[src/rtl/data_mem_ctrl_pkg.sv]
// data_mem_ctrl_pkg: shared state encoding and default timing/address constants for the memory stage
package data_mem_ctrl_pkg;
  typedef enum logic [1:0] {
    IDLE = 2'd0,
    BUSY = 2'd1,
    DONE = 2'd2
  } state_t;
  localparam int          DEF_WORDS       = 64;
  localparam int          DEF_WAIT_CYCLES = 3;
  localparam logic [31:0] DEF_BASE_ADDR   = 32'd1024;
endpackage

[src/rtl/data_mem_array.sv]
// data_mem_array: single-port word array with a registered read port
module data_mem_array #(
  parameter int WORDS = 64,
  parameter int IW    = $clog2(WORDS)
) (
  input  logic          clk,
  input  logic          rst,
  input  logic          we,
  input  logic          re,
  input  logic          hit,
  input  logic [IW-1:0] idx,
  input  logic [31:0]   wdata,
  output logic [31:0]   rd
);
  logic [31:0] r_mem [WORDS];
  logic [31:0] r_rd;
  always_ff @(posedge clk) begin
    if (we) r_mem[idx] <= wdata;
  end
  // a load that misses the array still completes, returning zero
  always_ff @(posedge clk or negedge rst) begin
    if (!rst) r_rd <= '0;
    else if (re) r_rd <= hit ? r_mem[idx] : '0;
  end
  assign rd = r_rd;
endmodule

[src/rtl/data_mem_ctrl.sv]
// data_mem_ctrl: memory-stage responder with fixed wait states, pipeline freeze and range check
module data_mem_ctrl
  import data_mem_ctrl_pkg::*;
#(
  parameter int          WORDS       = DEF_WORDS,
  parameter int          WAIT_CYCLES = DEF_WAIT_CYCLES,
  parameter logic [31:0] BASE_ADDR   = DEF_BASE_ADDR
) (
  input  logic        clk,
  input  logic        rst,
  input  logic        mem_read_enable,
  input  logic        mem_write_enable,
  input  logic [31:0] addr,
  input  logic [31:0] wdata,
  output logic [31:0] rdata,
  output logic        ready,
  output logic        freeze,
  output logic        addr_err
);
  localparam int          IW       = $clog2(WORDS);
  localparam logic [3:0]  CNT_INIT = 4'(WAIT_CYCLES - 1);
  localparam logic [29:0] WORDS_W  = 30'(WORDS);
  state_t        r_state, w_next;
  logic [3:0]    r_cnt;
  logic          r_ready, r_err;
  logic [29:0]   w_word;
  logic          w_in_range, w_req, w_fire, w_we, w_re;
  // (addr - BASE_ADDR) >> 2 without leaving the two low difference bits dangling
  assign w_word     = addr[31:2] - BASE_ADDR[31:2] - 30'(addr[1:0] < BASE_ADDR[1:0]);
  assign w_in_range = (addr >= BASE_ADDR) && (w_word < WORDS_W);
  assign w_req      = mem_read_enable | mem_write_enable;
  assign w_fire     = (r_state == BUSY) && (r_cnt == 4'd0);
  assign w_we       = w_fire & mem_write_enable & w_in_range;
  assign w_re       = w_fire & mem_read_enable & ~mem_write_enable;
  always_ff @(posedge clk or negedge rst) begin
    if (!rst) r_state <= IDLE;
    else r_state <= w_next;
  end
  always_comb begin
    w_next = (r_state == IDLE) ? (w_req ? BUSY : IDLE) :
             (r_state == BUSY) ? (r_cnt == 4'd0 ? DONE : BUSY) : IDLE;
  end
  always_comb begin
    freeze = ((r_state == IDLE) & w_req) | (r_state == BUSY);
  end
  always_ff @(posedge clk or negedge rst) begin
    if (!rst) begin
      r_cnt   <= '0;
      r_ready <= 1'b0;
      r_err   <= 1'b0;
    end else begin
      r_cnt   <= (r_state == IDLE && w_req) ? CNT_INIT :
                 (r_state == BUSY && r_cnt != 4'd0) ? r_cnt - 4'd1 : r_cnt;
      r_ready <= w_fire;
      r_err   <= w_fire & ~w_in_range;
    end
  end
  data_mem_array #(.WORDS(WORDS), .IW(IW)) u_array (
    .clk   (clk),
    .rst   (rst),
    .we    (w_we),
    .re    (w_re),
    .hit   (w_in_range),
    .idx   (w_word[IW-1:0]),
    .wdata (wdata),
    .rd    (rdata)
  );
  assign ready    = r_ready;
  assign addr_err = r_err;
endmodule

[config.mk]
export PLATFORM = sky130hd
export DESIGN_NAME = data_mem_ctrl
export DESIGN_NICKNAME = d
export VERILOG_FILES = /design/src/rtl/data_mem_ctrl_pkg.sv /design/src/rtl/data_mem_array.sv /design/src/rtl/data_mem_ctrl.sv
export SDC_FILE = /design/constraint.sdc
export NUM_CORES = 2
export LEC_CHECK = 0
export BUFFER_PORTS_ARGS = -buffer_cell sky130_fd_sc_hd__buf_2
export CAP_MARGIN = 30
export CORE_AREA = 2 2 356 358
export CTS_BUF_LIST = sky130_fd_sc_hd__clkbuf_2
export DETAILED_ROUTE_END_ITERATION = 8
export DIE_AREA = 0 0 358 360
export HOLD_SLACK_MARGIN = 0.08
export PLACE_DENSITY = 0.84
export SLEW_MARGIN = 20
export SYNTH_ARGS = -nofsm -noshare
export SYNTH_HDL_FRONTEND = slang
export SYNTH_SLANG_ARGS = --single-unit
[constraint.sdc]
create_clock -name clk -period 10.4 [get_ports clk]
set_clock_uncertainty 0.05 [all_clocks]
set_input_delay 0 -clock clk [delete_from_list [all_inputs] [get_ports clk]]
set_output_delay 0 -clock clk [all_outputs]
set_load 0.05 [all_outputs]
==> summary.md <==
| Metric | Value |
|---|---|
| Status | `complete, no violations` |
| Routability congestion estimate | `0.904` |
| Nets | `4,573` |
| Hold Slack | `352 ps` |
| Crit path max fanout | `37` |
| Critical Path End | `u_array.r_mem[21][6]` |
| Post-CTS Resized | `0` |
| Initial antenna violation count | `9` |
| H-tree depth | `5` |
| Synth cell count leaders | `edfxtp_1, mux4_2, mux2i_1` |
| CP required | `11,650 ps` |
| Clock slew at reported path FFs | `110 ps` |
| Main synth FF type | `edfxtp_1` |
| Leak Pwr | `0.0302 uW` |
| Hpwl dp | `118,000 um` |
| Multi-input logic area | `0.0178 mm2` |
| Syn nets | `3,840` |
| Final ANT Viol Nets | `0` |
| Reg2reg start | `r_cnt[0]` |
| Vias in the first global route | `44,600` |
| Routed via count | `44,900` |
| Row Count | `130` |
| Synth Warn # | `0` |
| GRT Util Overall | `33.5%` |
| DRC viols | `0` |
| Hold Path Class | `primary input to flip-flop` |
| CP startpoint kind | `primary input` |
| R2r worst-path depth | `13` |
| Relative slew slack | `20.5%` |
| CTS tree | `done` |
| Drt total wl | `213,000 um` |
| Num ports | `103` |
| DR iter-0 viols | `7,495` |
| Initial core utilization | `64.7%` |
| GRT overflow | `0` |
| Reg2Reg Setup Slack | `5130 ps` |
| CP bufs+invs | `12` |
| Die H | `360 um` |
| Clock Path Buffers | `4` |
| Crit. End Element | `flip-flop` |
| Syn Inst Count | `3,756` |
| Final period util | `74.9%` |
| Synth top area share | `76.1%` |
| EDFF count, synth | `2,048` |
| Critical path class | `primary input to flip-flop` |
| Worst vdd ir | `0.126 mV` |
| # Post-CTS Setup Buffers | `0` |
| Final Critical Period | `7790 ps` |
| Die width | `358 um` |
| Max incr delay on CP | `910 ps` |
| Largest area contributor in the netlist | `edfxtp_1` |
| Sink Count | `2,088` |
| Critical R2R Capture | `u_array.rd[9]` |
| Least-Margin Pin Slew | `1190 ps` |
| TNS Setup | `0 ps` |
| Synthesized flop and latch total | `2,088` |
| Sequential share of the synthesized area | `77.3%` |
| Share of synthesized registers carrying an async set or reset | `1.92%` |
| IO buf count | `100` |
| Unrepaired setup endpoints after global routing | `false` |
| Synth top area cells | `edfxtp_1, mux4_2, mux2i_1, dfrtp_1, mux2_2` |
| Count of final hold-check violations | `0` |
| DR vias/cell | `6.89` |
| Fin. max-slew vios | `0` |
| Fill cells | `6,869` |
| Pwr Density | `173 mW/mm2` |
| Core Footprint | `0.125 mm2` |
| MaxCap Viol Count | `0` |
| Die area | `0.129 mm2` |
| First-pass GRT wire length | `304,000 um` |
| Avg WL per Cell | `32.7 um` |
| Largest net degree at the start of global routing | `118` |
| Slowest-stage cell, CP | `dlygate4sd3_1` |
| Crit path launch | `addr[3]` |
| Area grow syn2layout | `12.7%` |
| Top-count cell post-synth | `edfxtp_1` |
| Root Buffer | `clkbuf_2` |
| Drt pass-1 iters | `6` |
| Synth Cell Area | `0.0808 mm2` |
| Crit-path cells | `dlygate4sd3_1 -> dlygate4sd3_1 -> buf_8 -> inv_1 -> buf_4 -> ha_4 -> nor2_2 -> buf_4 -> o311ai_1 -> buf_4 -> a2111oi_0 -> nor4_1 -> xnor2_1 -> dlygate4sd3_1 -> nand2_1 -> dlygate4sd3_1 -> or4b_4 -> dlygate4sd3_1 -> buf_4 -> nor3_2 -> buf_4` |
| Final setup vio count | `0` |
| Dominant delay contributor by cell family on the critical path | `buffers and inverters` |
| Crit. path cell count | `21` |
| Synth unique cells | `71` |
| Crit path arrival time | `9040 ps` |
| Clk Latency, worst-skew pair | `1820 ps` |
| Total CTS buffers | `480` |
| Share of cells above drive strength 1 | `33.7%` |
| Max Clock Freq | `0.128 GHz` |
| Post-Syn Area per Cell | `21.5 um2` |
| Sequential cell area | `0.0625 mm2` |
## state kept, by name, summed over array words and instances, names as in the netlist
| name | flops |
|---|---|
| u_array.r_mem | 2048 |
| u_array.rd | 32 |
| r_cnt | 4 |
| r_state | 2 |
| addr_err | 1 |
| ready | 1 |
## final cells by class
type	instances	share of cell area [%]
well taps	1650	2.27
clock inverters	145	0.792
clock buffers	704	3.87
diodes	8	0.0220
multi-input cells	1440	19.5
repair buffers	467	4.92
inverters	12	0.0494
flip-flops and latches	2088	68.6
## tightest hold or removal path, stage by stage
cell           delay (ps)
dlygate4sd3_1         510
dlygate4sd3_1         530
buf_2                  90
dlygate4sd3_1         530
buf_4                 130
buf_16                250
## layout by cell type (no fill, tap or decap), types with 25 or more instances in the layout
master         instances
o22ai_1               37
a21oi_1               42
buf_4                158
buf_16                36
dlygate4sd3_1        165
mux2_2                39
mux4_2               478
edfxtp_1            2048
buf_2                100
dfrtp_1               40
nor2_1                87
a31oi_1               25
clkbuf_2             704
nand3_1               26
a22o_1                25
nand2_1              112
clkinv_1             115
o21ai_0               59
nor3_2                48
mux2i_1              149
a211oi_1              30
## cells by family after synthesis
| group | after synthesis | share of synthesized area (%) |
|---|---|---|
| xor+xnor | 10 | 0.108 |
| compound gates | 348 | 3.00 |
| mux | 666 | 15.7 |
| fa+ha+maj | 16 | 0.248 |
| flops | 2088 | 77.3 |
| buf+inv | 228 | 1.22 |
| simple gates | 400 | 2.42 |
## worst min-delay path by stage
stage,startpoint,endpoint,slack [ps],depth (start not counted)
final,wdata[0],u_array.r_mem[0][0],350,6
after CTS,addr[4],u_array.r_mem[21][9],140,6
after detailed placement,rst,u_array.rd[16],90,2
after floorplan,rst,addr_err,-350,0
after global placement,rst,u_array.rd[16],80,2
after global routing,addr[4],u_array.r_mem[21][8],280,6
## repair_timing
item | CTS | global route
hold endpoints to repair | 4174 | 0
setup endpoints to repair | 0 | 0
hold buffers | 199 | 0
## metrics by stage
stage / setup WS [ps] / total power [uW] / util, % / std cells / area, um2
2_1_floorplan: 2930 / 10100 / - / 3756 / 80800
3_3_place_gp: 3900 / 10700 / 67.4 / 5451 / 84200
3_5_place_dp: 3840 / 10700 / 67.4 / 5454 / 84200
4_1_cts: 3200 / 15700 / 72.9 / 6502 / 91000
5_1_grt: 2750 / 16200 / 72.9 / 6511 / 91100
6_report: 2610 / 15700 / 73.0 / 6514 / 91100
## metal layers
| metal | share of wire, % | wire, um | vias to the layer above | track usage [%] |
|---|---|---|---|---|
| met5 | 0.029 | 62 | - | 0 |
| met4 | 5.8 | 12500 | 10 | 18.4 |
| met3 | 14 | 30700 | 677 | 9.79 |
| met2 | 47 | 99500 | 3943 | 50.1 |
| met1 | 33 | 70600 | 22600 | 45.0 |
| li1 | - | - | 17700 | - |
## power breakdown
part	leakage (uW)	total, uW	switching [uW]	internal [uW]
sequential	0.0189	9240	8.72	9230
combinational	0.00802	1500	1000	504
clock	0.00325	5010	3080	1930
Note: power is estimated with default switching activity, not from simulation.
